[src/rtl/seg7_counter_display.sv]
// Binary-to-decimal display back-end: sequential double-dabble converter feeding a
// multiplexed common-anode 7-segment scanner. Define SEG7_LZ_BLANK_EN for leading-zero blanking.
module seg7_counter_display #(
    parameter int N           = 8,
    parameter int DIGITS      = 3,
    parameter int REFRESH_DIV = 1000
) (
    input  logic              i_clk,
    input  logic              r_reset,
    input  logic              i_ce,
    input  logic [N-1:0]      i_data,
    output logic [6:0]        o_seg,
    output logic [DIGITS-1:0] o_an,
    output logic              o_busy
);

    localparam int BW = 4 * DIGITS;
    localparam int CW = $clog2(N + 1);
    localparam int DW = $clog2(REFRESH_DIV);
    localparam int IW = (DIGITS > 1) ? $clog2(DIGITS) : 1;

    localparam logic [CW-1:0] LAST_BIT = CW'(N - 1);
    localparam logic [DW-1:0] DIV_LAST = DW'(REFRESH_DIV - 1);
    localparam logic [IW-1:0] IDX_LAST = IW'(DIGITS - 1);
    localparam logic [6:0]    SEG_DASH  = 7'b0111111;
    localparam logic [6:0]    SEG_BLANK = 7'b1111111;

    typedef enum logic [1:0] {
        ST_IDLE  = 2'd0,
        ST_SHIFT = 2'd1,
        ST_LATCH = 2'd2
    } state_t;

    state_t            state_reg, state_next;
    logic [N-1:0]      bin_reg, bin_next;
    logic [BW-1:0]     bcd_reg, bcd_next;
    logic [BW-1:0]     bcd_adj;
    logic [CW-1:0]     bit_cnt_reg, bit_cnt_next;
    logic              ovf_reg, ovf_next;
    logic [BW-1:0]     disp_reg, disp_next;
    logic              dash_reg, dash_next;

    logic [DW-1:0]     div_reg, div_next;
    logic [IW-1:0]     idx_reg, idx_next;
    logic [6:0]        seg_reg, seg_next;
    logic [DIGITS-1:0] an_reg, an_next;

    logic [6:0]        digit_seg [DIGITS];
    logic [DIGITS-1:0] lz_blank;

    function automatic logic [6:0] seg_decode(input logic [3:0] nib);
        case (nib)
            4'd0:    seg_decode = 7'b1000000;
            4'd1:    seg_decode = 7'b1111001;
            4'd2:    seg_decode = 7'b0100100;
            4'd3:    seg_decode = 7'b0110000;
            4'd4:    seg_decode = 7'b0011001;
            4'd5:    seg_decode = 7'b0010010;
            4'd6:    seg_decode = 7'b0000010;
            4'd7:    seg_decode = 7'b1111000;
            4'd8:    seg_decode = 7'b0000000;
            4'd9:    seg_decode = 7'b0010000;
            default: seg_decode = SEG_BLANK;
        endcase
    endfunction

    // ---------------- converter FSM ----------------
    always_ff @(posedge i_clk or negedge r_reset) begin
        if (!r_reset) begin
            state_reg <= ST_IDLE;
        end else begin
            state_reg <= state_next;
        end
    end

    always_comb begin
        state_next = state_reg;
        case (state_reg)
            ST_IDLE:  if (i_ce) state_next = ST_SHIFT;
            ST_SHIFT: if (bit_cnt_reg == LAST_BIT) state_next = ST_LATCH;
            ST_LATCH: state_next = ST_IDLE;
            default:  state_next = ST_IDLE;
        endcase
    end

    always_comb begin
        bin_next     = bin_reg;
        bcd_next     = bcd_reg;
        bit_cnt_next = bit_cnt_reg;
        ovf_next     = ovf_reg;
        disp_next    = disp_reg;
        dash_next    = dash_reg;
        case (state_reg)
            ST_IDLE: begin
                if (i_ce) begin
                    bin_next     = i_data;
                    bcd_next     = '0;
                    bit_cnt_next = '0;
                    ovf_next     = 1'b0;
                end
            end
            ST_SHIFT: begin
                // The bit leaving the top nibble is a lost thousands-and-up digit.
                {bcd_next, bin_next} = {bcd_adj[BW-2:0], bin_reg, 1'b0};
                bit_cnt_next         = bit_cnt_reg + CW'(1);
                ovf_next             = ovf_reg | bcd_adj[BW-1];
            end
            ST_LATCH: begin
                disp_next = bcd_reg;
                dash_next = ovf_reg;
            end
            default: ;
        endcase
    end

    always_ff @(posedge i_clk or negedge r_reset) begin
        if (!r_reset) begin
            bin_reg     <= '0;
            bcd_reg     <= '0;
            bit_cnt_reg <= '0;
            ovf_reg     <= 1'b0;
            disp_reg    <= '0;
            dash_reg    <= 1'b0;
        end else begin
            bin_reg     <= bin_next;
            bcd_reg     <= bcd_next;
            bit_cnt_reg <= bit_cnt_next;
            ovf_reg     <= ovf_next;
            disp_reg    <= disp_next;
            dash_reg    <= dash_next;
        end
    end

    assign o_busy = (state_reg != ST_IDLE);

    // ---------------- per-digit correction and decode ----------------
`ifdef SEG7_LZ_BLANK_EN
    logic [DIGITS:0] upper_zero;
    assign upper_zero[DIGITS] = 1'b1;
`endif

    for (genvar gi = 0; gi < DIGITS; gi++) begin : g_digit
        assign bcd_adj[4*gi +: 4] = (bcd_reg[4*gi +: 4] >= 4'd5) ? bcd_reg[4*gi +: 4] + 4'd3
                                                                 : bcd_reg[4*gi +: 4];
`ifdef SEG7_LZ_BLANK_EN
        // A digit is blank when it and every digit above it are zero; digit 0 always shows.
        assign upper_zero[gi] = upper_zero[gi+1] && (disp_reg[4*gi +: 4] == 4'd0);
        assign lz_blank[gi]   = (gi != 0) && upper_zero[gi];
`else
        assign lz_blank[gi]   = 1'b0;
`endif
        assign digit_seg[gi] = dash_reg     ? SEG_DASH  :
                               lz_blank[gi] ? SEG_BLANK :
                               seg_decode(disp_reg[4*gi +: 4]);
    end

    // ---------------- refresh scanner ----------------
    always_comb begin
        div_next = div_reg + DW'(1);
        idx_next = idx_reg;
        if (div_reg == DIV_LAST) begin
            div_next = '0;
            idx_next = (idx_reg == IDX_LAST) ? '0 : idx_reg + IW'(1);
        end
        seg_next = digit_seg[idx_reg];
        an_next  = ~(DIGITS'(1) << idx_reg);
    end

    always_ff @(posedge i_clk or negedge r_reset) begin
        if (!r_reset) begin
            div_reg <= '0;
            idx_reg <= '0;
            seg_reg <= SEG_BLANK;
            an_reg  <= '1;
        end else begin
            div_reg <= div_next;
            idx_reg <= idx_next;
            seg_reg <= seg_next;
            an_reg  <= an_next;
        end
    end

    assign o_seg = seg_reg;
    assign o_an  = an_reg;

endmodule

[config.mk]
export PLATFORM = sky130hd
export DESIGN_NAME = seg7_counter_display
export DESIGN_NICKNAME = d
export VERILOG_FILES = /design/src/rtl/seg7_counter_display.sv
export SDC_FILE = /design/constraint.sdc
export NUM_CORES = 1
export LEC_CHECK = 0
export CAP_MARGIN = 20
export CORE_ASPECT_RATIO = 1.75
export CORE_MARGIN = 8
export CORE_UTILIZATION = 60
export DETAILED_ROUTE_END_ITERATION = 16
export PLACE_DENSITY = 0.85
export SKIP_CTS_REPAIR_TIMING = 1
export SYNTH_ARGS = -nofsm -noshare
export SYNTH_HDL_FRONTEND = slang
export SYNTH_SLANG_ARGS = --single-unit
[constraint.sdc]
create_clock -name i_clk -period 5.1 [get_ports i_clk]
set_input_delay 1.275 -clock i_clk [delete_from_list [all_inputs] [get_ports i_clk]]
set_output_delay 1.275 -clock i_clk [all_outputs]
set_load 0.03 [all_outputs]
# After elaboration in Yosys (flattened, before gate mapping)
# Memories as Yosys holds them, arrays and structs flattened.
# Cells that the tools add are included.
dict set report classes {
  bitwise_logic 3
  n_reduce_logical 5
  n_lt_le_gt_ge 4
  eq_ne 7
  shifts 1
  addsub 6
  n_mux 22
}
# cell count
set op_table {}
lappend op_table {{$mux W7} 5}
lappend op_table {{$pmux W12 S2} 1}
lappend op_table {{$mux W4} 4}
lappend op_table {{$pmux W8 S2} 1}
lappend op_table {{$bmux W7 S2} 1}
lappend op_table {{$add A4 B2 Y4 const B} 3}
lappend op_table {{$ge A4 B3 Y1 const B} 3}
lappend op_table {{$mux W12} 1}
lappend op_table {{$add A10 B1 Y10 const B} 1}
lappend op_table {{$eq A10 B10 Y1 const B} 1}
lappend op_table {{$mux W10} 1}
lappend op_table {{$mux W8} 1}
lappend op_table {{$pmux W4 S2} 1}
lappend op_table {{$mux W2} 3}
lappend op_table {{$add A4 B1 Y4 const B} 1}
lappend op_table {{$eq A2 B2 Y1 const B} 2}
lappend op_table {{$eq A4 B3 Y1 const B} 1}
lappend op_table {{$ne A2 B2 Y1 const B} 2}
lappend op_table {{$pmux W2 S2} 1}
lappend op_table {{$reduce_and A2 Y1} 2}
lappend op_table {{$reduce_bool A2 Y1} 2}
lappend op_table {{$ge A3 B3 Y1 const B} 1}
lappend op_table {{$not A2 Y3} 1}
lappend op_table {{$not A3 Y3} 1}
lappend op_table {{other kinds (7)} 7}
dict set report word_totals {
  output_inout_bits 11
  regBits 62
  romBits 336
  input_bits 11
  wordCells 62
  n_memories 3
}
# name depth word_bits rd rd_clocked_by_memory_dff wr line_no
set memory_table {}
lappend memory_table {{(name not given)} 16 7 1 0 0 52} ;# case (nib)
lappend memory_table {{(name not given)} 16 7 1 0 0 52}
lappend memory_table {{(name not given)} 16 7 1 0 0 52}

# Logic depth before layout (Yosys ltp)
# An unclocked memory read counts as a cell.
dict set report depth {
  word_depth 5
  ltp_mapped 6
  mapped_depth_nobuf 6
}

# Worst setup path before layout
# Ideal clock, no wire load.
dict set report synth_path {
  path_type {register to output}
  start {reg state_reg[0]}
  end {out o_busy}
  path_stages_with_launch 4
  arrival_time_ns 1.007
  path_slack_ns 2.818
  path_buffers 1
  t_required_ns 3.825
  path_cell_list {dfrtp_1 inv_1 clkbuf_1 nand2_1}
}
dict set report synth_between {
  elab_chain_cells 1
}
# item line_no
set synth_rtl {}
lappend synth_rtl {{start, declared} 34} ;# state_t state_reg, state_next;
lappend synth_rtl {{start signal, assigned} 72} ;# state_reg <= state_next;
lappend synth_rtl {{$reduce_bool A2 Y1} 134} ;# assign o_busy = (state_reg != ST_IDLE);
lappend synth_rtl {{end, declared} 14} ;# output logic o_busy
# Every way passes these cells.

# Final worst setup path
dict set report layout_path {
  start {reg state_reg[1]}
  end {out o_busy}
}
# The elaborated chain is that of the path after synthesis.

==> flow_summary.yaml <==
placement:
  io_buffers: 21
  place_hpwl_um: 4960
  place_ws_ps: 2200
  gp_congestion: 0.828
  place_area_um2: 3650
floorplan:
  start_util_pct: 61.7
  ios: 22
  dieWidth_um: 73.0
  dieArea_um2: 8460
  row_count: 36
  fp.dieH_um: 116
  core_region_area_um2: 5540
timing:
  finalCritPeriodShare_pct: 61.6
  worstMarginPinSlew_ps: 753
  timing.fmax_mhz: 318
  worst_slack_ps: 1960
  drv_slew: 0
  slew_headroom_pct: 49.8
  setup_tns_ps: 0
  skew_ps: 7.72
  rsz0062_at_grt: "false"
  setup-violations-final: 0
  hold_viol_final: 0
  post-route-min-period_ps: 3140
power:
  switchingPower_uw: 860
  p_seq_share_pct: 38.8
  p_leak_uw: 0.00167
  netSwitchingFraction_pct: 39.1
  clockPowerShare_pct: 19.0
  powerDensity_nw_per_um2: 572
  power_frac_comb_pct: 42.3
  p_int_uw: 1340
  vdd_drop_max_mv: 0.308
cts:
  cts_htree_levels: 3
  clk_latency_ps: 350
  clk_pin_slew_ps: 70
  numCtsBuffers: 9
  cts_tree: "done"
  cts_sinks: 62
  root_buffer: "clkbuf_8"
  clock_path_buffers: 2
grt:
  grt_max_degree: 41
  grt_pass1_wl_um: 11200
  grt_pass1_vias: 2594
  grt_overflow: 0
  grt_use_total_pct: 17.0
  antenna_found_initial: 0
routing:
  dr_total_vias: 2562
  dr.first_iter.drc_count: 186
  first_pass_iters: 4
  routedWlPerCell_um: 14.8
  ant_nets: 0
  finalWirelength_um: 6620
  viasPerCell: 5.74
  drc_errors: 0
layout:
  final_net_count: 400
  final_area_um2: 3840
  final_layout_size_suffix_gt1_share_pct: 11.9
  num_antenna_cells: 0
  area_growth_pct: 12.5
setup_path:
  startpoint_type: "flip-flop"
  path_cells: "clkinv_1, nand2_1, clkdlybuf4s50_1"
  cp.required_ps: 3830
  cpMaxStageDelayCell: "clkdlybuf4s50_1"
  timing_worst_setup_path_type: "flip-flop to primary output"
  worst-r2r-cell-count: 5
  slowest_delay_ps: 680
  cp_max_fo: 8
  ff2ff_setup_slack_ps: 3160
  rr_startpoint: "div_reg[0]"
  cp-end-kind: "primary output"
  timing.rr.end: "idx_reg[1]"
  critPathArrivalTime_ps: 1870
min_path:
  min_from: "div_reg[0]"
  holdCritPathClass: "flip-flop to flip-flop"
  min_to: "div_reg[0]"
  hold_depth: 1
yosys:
  ys_types: 47
  synth_area_leaders: "dfrtp_1 (38%), ha_1 (8.4%), dfstp_2 (7.7%)"
  yosysMostFrequentCell: "dfrtp_1"
  synth_flop_cell: "dfrtp_1"
  synth_top_area_share_pct: 38.1
  synth.avg_cell_area_um2: 9.82
  synth_common_cells: "dfrtp_1 (52), o21ai_0 (31), nand2_1 (29)"
  ys_seq_area_share_pct: 45.8
  synth_edf_count: 0
  synth_area_leader_cell: "dfrtp_1"
  async_flop_share_pct: 100
  synth_area_um2: 3420
  synth_warnings: 0
  ys_ff_latch: 62
  netlist_instances: 348
  synth_fp_nets: 382
status:
  status: "completed"
run:
  drv_cap: 0
## area by class of cell
class	count	area, µm²
Sequential cell	62	1560
Tap cell	76	95.1
Inverter	22	82.6
Clock inverter	4	47.5
Timing Repair Buffer	22	213
Fill cell	429	1700
Multi-Input combinational cell	249	1700
Clock buffer	11	141
## kinds of logic (layout without fill, tap and decap cells)
logic type / Yosys count / count (layout) / share of synthesized area, %
xor+xnor: 11 / 11 / 2.82
mux: 13 / 13 / 4.43
buf+inv: 37 / 59 / 4.43
simple gates: 98 / 98 / 14.9
fa+ha+maj: 23 / 23 / 8.43
compound gates: 104 / 104 / 19.2
flops: 62 / 62 / 45.8
## how the worst max path moves through the flow
stage	start	endpoint	slack (ps)	cells after the start
after global placement	i_ce	bit_cnt_reg[2]	2290	4
after global routing	state_reg[1]	o_busy	1860	3
after detailed placement	i_ce	bcd_reg[7]	2200	4
after CTS	state_reg[1]	o_busy	1930	3
final	state_reg[1]	o_busy	1960	3
after floorplan	state_reg[0]	o_busy	2820	3
## per-stage QoR
| step | hold slack, ps | std cells | total power (µW) | utilization [%] |
|---|---|---|---|---|
| after floorplan | 450 | 348 | 1530 | - |
| after global placement | 467 | 431 | 1730 | 66.0 |
| after detailed placement | 477 | 431 | 1780 | 66.0 |
| after CTS | 486 | 446 | 2210 | 69.4 |
| after global routing | 510 | 446 | 2350 | 69.4 |
| final | 479 | 446 | 2200 | 69.4 |
## power groups by stage
stage | Sequential (µW) | Clock (µW) | Combinational (µW)
6_report | 852 | 417 | 929
5_1_grt | 882 | 440 | 1030
4_1_cts | 852 | 421 | 933
3_5_place_dp | 861 | 0 | 923
3_3_place_gp | 848 | 0 | 882
2_1_floorplan | 832 | 0 | 694
## routing by layer
metal	wire [µm]	global-route usage, %	share of wire [%]
met4	208	9.01	3.1
met2	3650	31.8	55
met5	0	0	0
met1	2480	15.8	37
met3	285	5.03	4.3
## placed cells by master, fill, tap and decap left out, types with 5 or more instances in the layout
| cell type | Yosys | final |
|---|---|---|
| mux2_2 | 9 | 9 |
| nand3_1 | 8 | 8 |
| nand2_1 | 29 | 29 |
| nand2b_1 | 13 | 13 |
| nor3_1 | 6 | 6 |
| dfstp_2 | 10 | 10 |
| clkdlybuf4s50_1 | 0 | 20 |
| ha_1 | 23 | 23 |
| clkbuf_8 | 0 | 10 |
| o22ai_1 | 16 | 16 |
| inv_1 | 21 | 21 |
| xnor2_1 | 6 | 6 |
| dfrtp_1 | 52 | 52 |
| nor2b_1 | 9 | 9 |
| nor2_1 | 19 | 19 |
| o21ai_0 | 31 | 31 |
| xor2_1 | 5 | 5 |
| a21oi_1 | 23 | 23 |
## worst max-delay path, delay by kind of cell (launching register included)
family        cells  cell delay, ps
simple gates      1             140
flops             1             440
buf+inv           2             940
Note: power is estimated with default switching activity, not from simulation.
==> RTL edit 1: new RTL, same settings <==
Build with the macro `SEG7_LZ_BLANK_EN` defined.
--- a/src/rtl/seg7_counter_display.sv
+++ b/src/rtl/seg7_counter_display.sv
@@ -1,4 +1,6 @@
 // Binary-to-decimal display back-end: sequential double-dabble converter feeding a
 // multiplexed common-anode 7-segment scanner. Define SEG7_LZ_BLANK_EN for leading-zero blanking.
+`define SEG7_LZ_BLANK_EN
+
 module seg7_counter_display #(
     parameter int N           = 8,
Behaviour: same outputs for any inputs over 10 cycles, from zero or initial values and one cycle with r_reset low; that may be too few to reach the edited logic, so the function may still have changed.
==> RTL edit 1 against the original RTL <==
Power is 3.1% lower; fmax is 8.9% higher; highest routed layer unchanged; register-to-register slack better by 0.16 ns; largest power group unchanged; die area is 0.66% lower; critical endpoint unchanged; synthesized area is 0.81% lower; final area is 0.91% lower; largest cell class unchanged; setup slack better by 0.26 ns; routed wire length is 2.1% lower; sequential cell count stayed put; via count is 1.3% higher.
==> RTL edit 1: results <==
[critical_path]
cp_max_fo = 4
cp.arrival_ns = 1.61

[clock_network]
cts.clk_slew.worst_paths_ns = 0.07
cts_buffers = 9
cts-root-buf = "clkbuf_8"
clock_latency_ns = 0.34
htreeDepth = 3

[yosys]
ys_warn_count = 0
yosys_register_bits = 62
ys.flop_type = "dfrtp_1"
synth_xor_area_share_pct = 3.10
synthTopCellsByCount = "dfrtp_1, nand2_1, o21ai_0"
synth_fa_ha_area_share_pct = 8.49
synth.distinct_cells = 48
synthMuxAreaShare_pct = 3.21
synth_compound_area_share_pct = 17.7
synth_nets = 392
synth-seq-area-share_pct = 46.2
synthTopCellsByArea = "dfrtp_1, ha_1, dfstp_2, nand2_1, o21ai_0"
async_flop_share_pct = 100

[global_route]
grt_pass1_vias = 2690
grt_pass1_wl_um = 11400
grt_max_degree = 63
grt_antenna_before_repair = 0
grt_util_all_layers_pct = 17.4

[cells_and_area]
inv_count = 20
multi_input_area_share_pct = 43.8
nMultiInputCombCells = 260
clockNetworkAreaShare_pct = 4.89
seq_share_pct = 41.1
fillers = 442
buf_share_pct = 5.78
fin_nets = 410
drive_gt1_share_pct = 10.3
buffers = 23
clock_buffers = 10

[pwr]
power_frac_comb_pct = 41.9
pg_clk_mw = 0.413
leakage_nw = 1.65
internal-power_mw = 1.27
peakVddDrop_mv = 0.347

[drt]
via_count = 2595
drtPass1Iterations = 4
drt_iter0_markers = 146
wl_um = 6490

[placed_design]
place.gp.congestion = 0.915
pre_cts_slack_ns = 2.39
dp_hpwl_um = 4770

[timing]
relSlewSlack_pct = 41.1
clock-skew-final_ns = 0.00706

[run_status]
status = "completed"
## RTL edit 1: cell types whose count changed after synthesis, moves of 6 or more
cell	delta
nand2_1	+15
o22ai_1	-13
buf_2	+7
clkbuf_1	-6
nor2_1	+6
## RTL edit 1: final timing paths
path	end	start	slack (ns)	depth (start not counted)
max	o_busy	state_reg[1]$_DFFE_PN0P_	2.22	3
min	div_reg[0]$_DFF_PN0_	div_reg[0]$_DFF_PN0_	0.46	1
max reg2reg	bcd_reg[3]$_DFFE_PN0P_	state_reg[1]$_DFFE_PN0P_	3.32	4
min reg2reg	div_reg[0]$_DFF_PN0_	div_reg[0]$_DFF_PN0_	0.46	1
max in group asynchronous	bit_cnt_reg[1]$_DFFE_PN0P_	r_reset	3.52	2
min in group asynchronous	idx_reg[0]$_DFFE_PN0N_	r_reset	1.09	2
## RTL edit 1: critical path, cell delays in order, from the launching register on
cell and delay [ns]:
dfrtp_1 0.41, nor2_1 0.21, inv_1 0.06, clkdlybuf4s50_1 0.59
## RTL edit 1: metrics by stage
stage / utilization (%) / hold slack (ns) / instances / cell area, um^2 / power (mW)
floorplan: - / 0.430 / 358 / 3390 / 1.48
global placement: 65.9 / 0.445 / 441 / 3620 / 1.68
detailed placement: 65.9 / 0.456 / 441 / 3620 / 1.72
CTS: 69.3 / 0.465 / 455 / 3810 / 2.14
global route: 69.3 / 0.499 / 455 / 3810 / 2.30
finish: 69.3 / 0.463 / 455 / 3810 / 2.13
## RTL edit 1: per-layer routing
metal / vias up / global-route usage (%) / wire [um]
met2: 64 / 32.1 / 3560
met3: 20 / 4.33 / 248
li1: 1285 / - / -
met4: 0 / 11.6 / 232
met1: 1226 / 16.1 / 2450
met5: - / 0 / 0
==> RTL edit 2: new RTL, same flow settings <==
Without the edit above. Register the inputs `i_ce` and `i_data` before use, cleared by the reset. The logic sees them one clock later.
--- a/src/rtl/seg7_counter_display.sv
+++ b/src/rtl/seg7_counter_display.sv
@@ -32,4 +32,17 @@
     } state_t;
 
+    logic i_ce_q;
+    logic [N-1:0] i_data_q;
+
+    always_ff @(posedge i_clk or negedge r_reset) begin
+        if (!r_reset) begin
+            i_ce_q   <= '0;
+            i_data_q <= '0;
+        end else begin
+            i_ce_q   <= i_ce;
+            i_data_q <= i_data;
+        end
+    end
+
     state_t            state_reg, state_next;
     logic [N-1:0]      bin_reg, bin_next;
@@ -77,5 +90,5 @@
         state_next = state_reg;
         case (state_reg)
-            ST_IDLE:  if (i_ce) state_next = ST_SHIFT;
+            ST_IDLE:  if (i_ce_q) state_next = ST_SHIFT;
             ST_SHIFT: if (bit_cnt_reg == LAST_BIT) state_next = ST_LATCH;
             ST_LATCH: state_next = ST_IDLE;
@@ -93,6 +106,6 @@
         case (state_reg)
             ST_IDLE: begin
-                if (i_ce) begin
-                    bin_next     = i_data;
+                if (i_ce_q) begin
+                    bin_next     = i_data_q;
                     bcd_next     = '0;
                     bit_cnt_next = '0;
Formal check against the unedited RTL: not equivalent (a bounded check fails within 4 cycles, from zero or initial values and one cycle with r_reset low).
==> RTL edit 2 against the original RTL <==
Power grew 0.26%; routed wire length grew 2.4%; hold slack gained 0.010 ns; final area grew 8.7%; largest power group is now registers; highest routed layer unchanged; setup slack lost 0.14 ns; global-route usage shrank 0.37 points; synthesized area grew 9.4%; sequential cell count grew 9.
==> RTL edit 2: results <==
[drt]
drc_errors = 0
ant_nets = 0
viasPerCell = 5.79
drt_iter0_markers = 166
wl_per_cell_um = 14.3
drtPass1Iterations = 4

[timing]
clock-skew-final_ns = 0.00694
slew_viol_final = 0
relSlewSlack_pct = 55.2

[yosys]
ys_warn_count = 0
async_flop_share_pct = 100
synth_xor_area_share_pct = 2.58
synth_compound_area_share_pct = 17.1
synthMuxAreaShare_pct = 4.15
synthTopCellsByCount = "dfrtp_1, nand2_1, o21ai_0"
synth_nets = 404
synth.distinct_cells = 51
synthTopCellsByArea = "dfrtp_1, ha_1, dfstp_2, o21ai_0, nand2_1"
synth_fa_ha_area_share_pct = 7.70
synth-seq-area-share_pct = 47.9

[placed_design]
port_buffers = 21
dp_hpwl_um = 4940
dpl-instance-area_um2 = 3980
pre_cts_slack_ns = 2.20
place.gp.congestion = 0.861

[critical_path]
cp.arrival_ns = 2.01
rr_worst_depth = 2
cp_data_required_time_ns = 3.83
crit_end = "o_busy"
r2r-start = "state_reg[0]$_DFFE_PN0P_"
rrSetupSlack_ns = 3.17
cp_max_fo = 27
path_class = "flop to primary output"
r2r-end = "disp_reg[10]$_DFFE_PN0N_"

[global_route]
grt_max_degree = 51
grt_pass1_vias = 2714
grt_util_all_layers_pct = 16.7
grt_antenna_before_repair = 0
grt_pass1_wl_um = 11600

[clock_network]
clock_latency_ns = 0.35
cts-root-buf = "clkbuf_8"
htreeDepth = 3
cts_buffers = 9
cts.clk_slew.worst_paths_ns = 0.07
cts_buffer_depth = 2

[cells_and_area]
fin_nets = 422
mostFrequentLayoutCell = "dfrtp_1"
drive_gt1_share_pct = 12.7
insertedDiodeCount = 0

[hold_path]
whs_endpoint = "div_reg[0]$_DFF_PN0_"
hold_depth = 1
min_path_type = "flop to flop"
hold_start = "div_reg[0]$_DFF_PN0_"

[pwr]
leakage_nw = 1.91
switching_share_pct = 38.2
peakVddDrop_mv = 0.285

[run_status]
status = "completed"
-- RTL edit 2: cell count changes after synthesis, moves of 5 or more --
cell / delta
o22ai_1: -12
nand2_1: +11
dfrtp_1: +9
a22o_1: +6
o21ai_0: +6
and3b_1: +5
nor2_1: -5
-- RTL edit 2: worst max-delay path, stage by stage, from the launching register on --
cell             delay (ns)
dfrtp_1                0.77
or2_2                  0.22
clkdlybuf4s50_1        0.66
-- RTL edit 2: cell families after synthesis --
logic type	after synthesis
flops	71
xor+xnor	11
fa+ha+maj	23
compound gates	101
simple gates	110
buf+inv	40
mux	14
-- RTL edit 2: area by class of cell --
| class | instances | area, um^2 |
|---|---|---|
| fill | 490 | 1960 |
| timing repair buffer | 24 | 240 |
| inverter | 23 | 86.3 |
| clock buffer | 13 | 159 |
| multi-input combinational | 259 | 1780 |
| sequential | 71 | 1790 |
| clock inverter | 3 | 17.5 |
| tap | 80 | 100 |
-- RTL edit 2: per-stage QoR --
step           hold WS [ns]  cells  power, mW
2_1_floorplan         0.448    370       1.58
3_3_place_gp          0.464    456       1.77
3_5_place_dp          0.483    456       1.82
4_1_cts               0.493    472       2.23
5_1_grt               0.508    473       2.37
6_report              0.490    473       2.20
-- RTL edit 2: power by group through the flow --
stage          Sequential [mW]  Clock, mW  Combinational [mW]
2_1_floorplan            0.888          0               0.688
3_3_place_gp             0.923          0               0.851
3_5_place_dp             0.934          0               0.881
4_1_cts                  0.924      0.416               0.886
5_1_grt                  0.955      0.438               0.982
6_report                 0.923      0.402               0.877
-- RTL edit 2: layer usage --
layer  part of all wire (%)  up-vias  wire length (um)  track usage, %
met4                    5.0        0               337            12.2
met2                     53       61              3610            27.8
met3                    3.9       26               267            5.22
met5                      0        -                 0               0
li1                       -     1329                 -               -
met1                     38     1325              2560            16.5
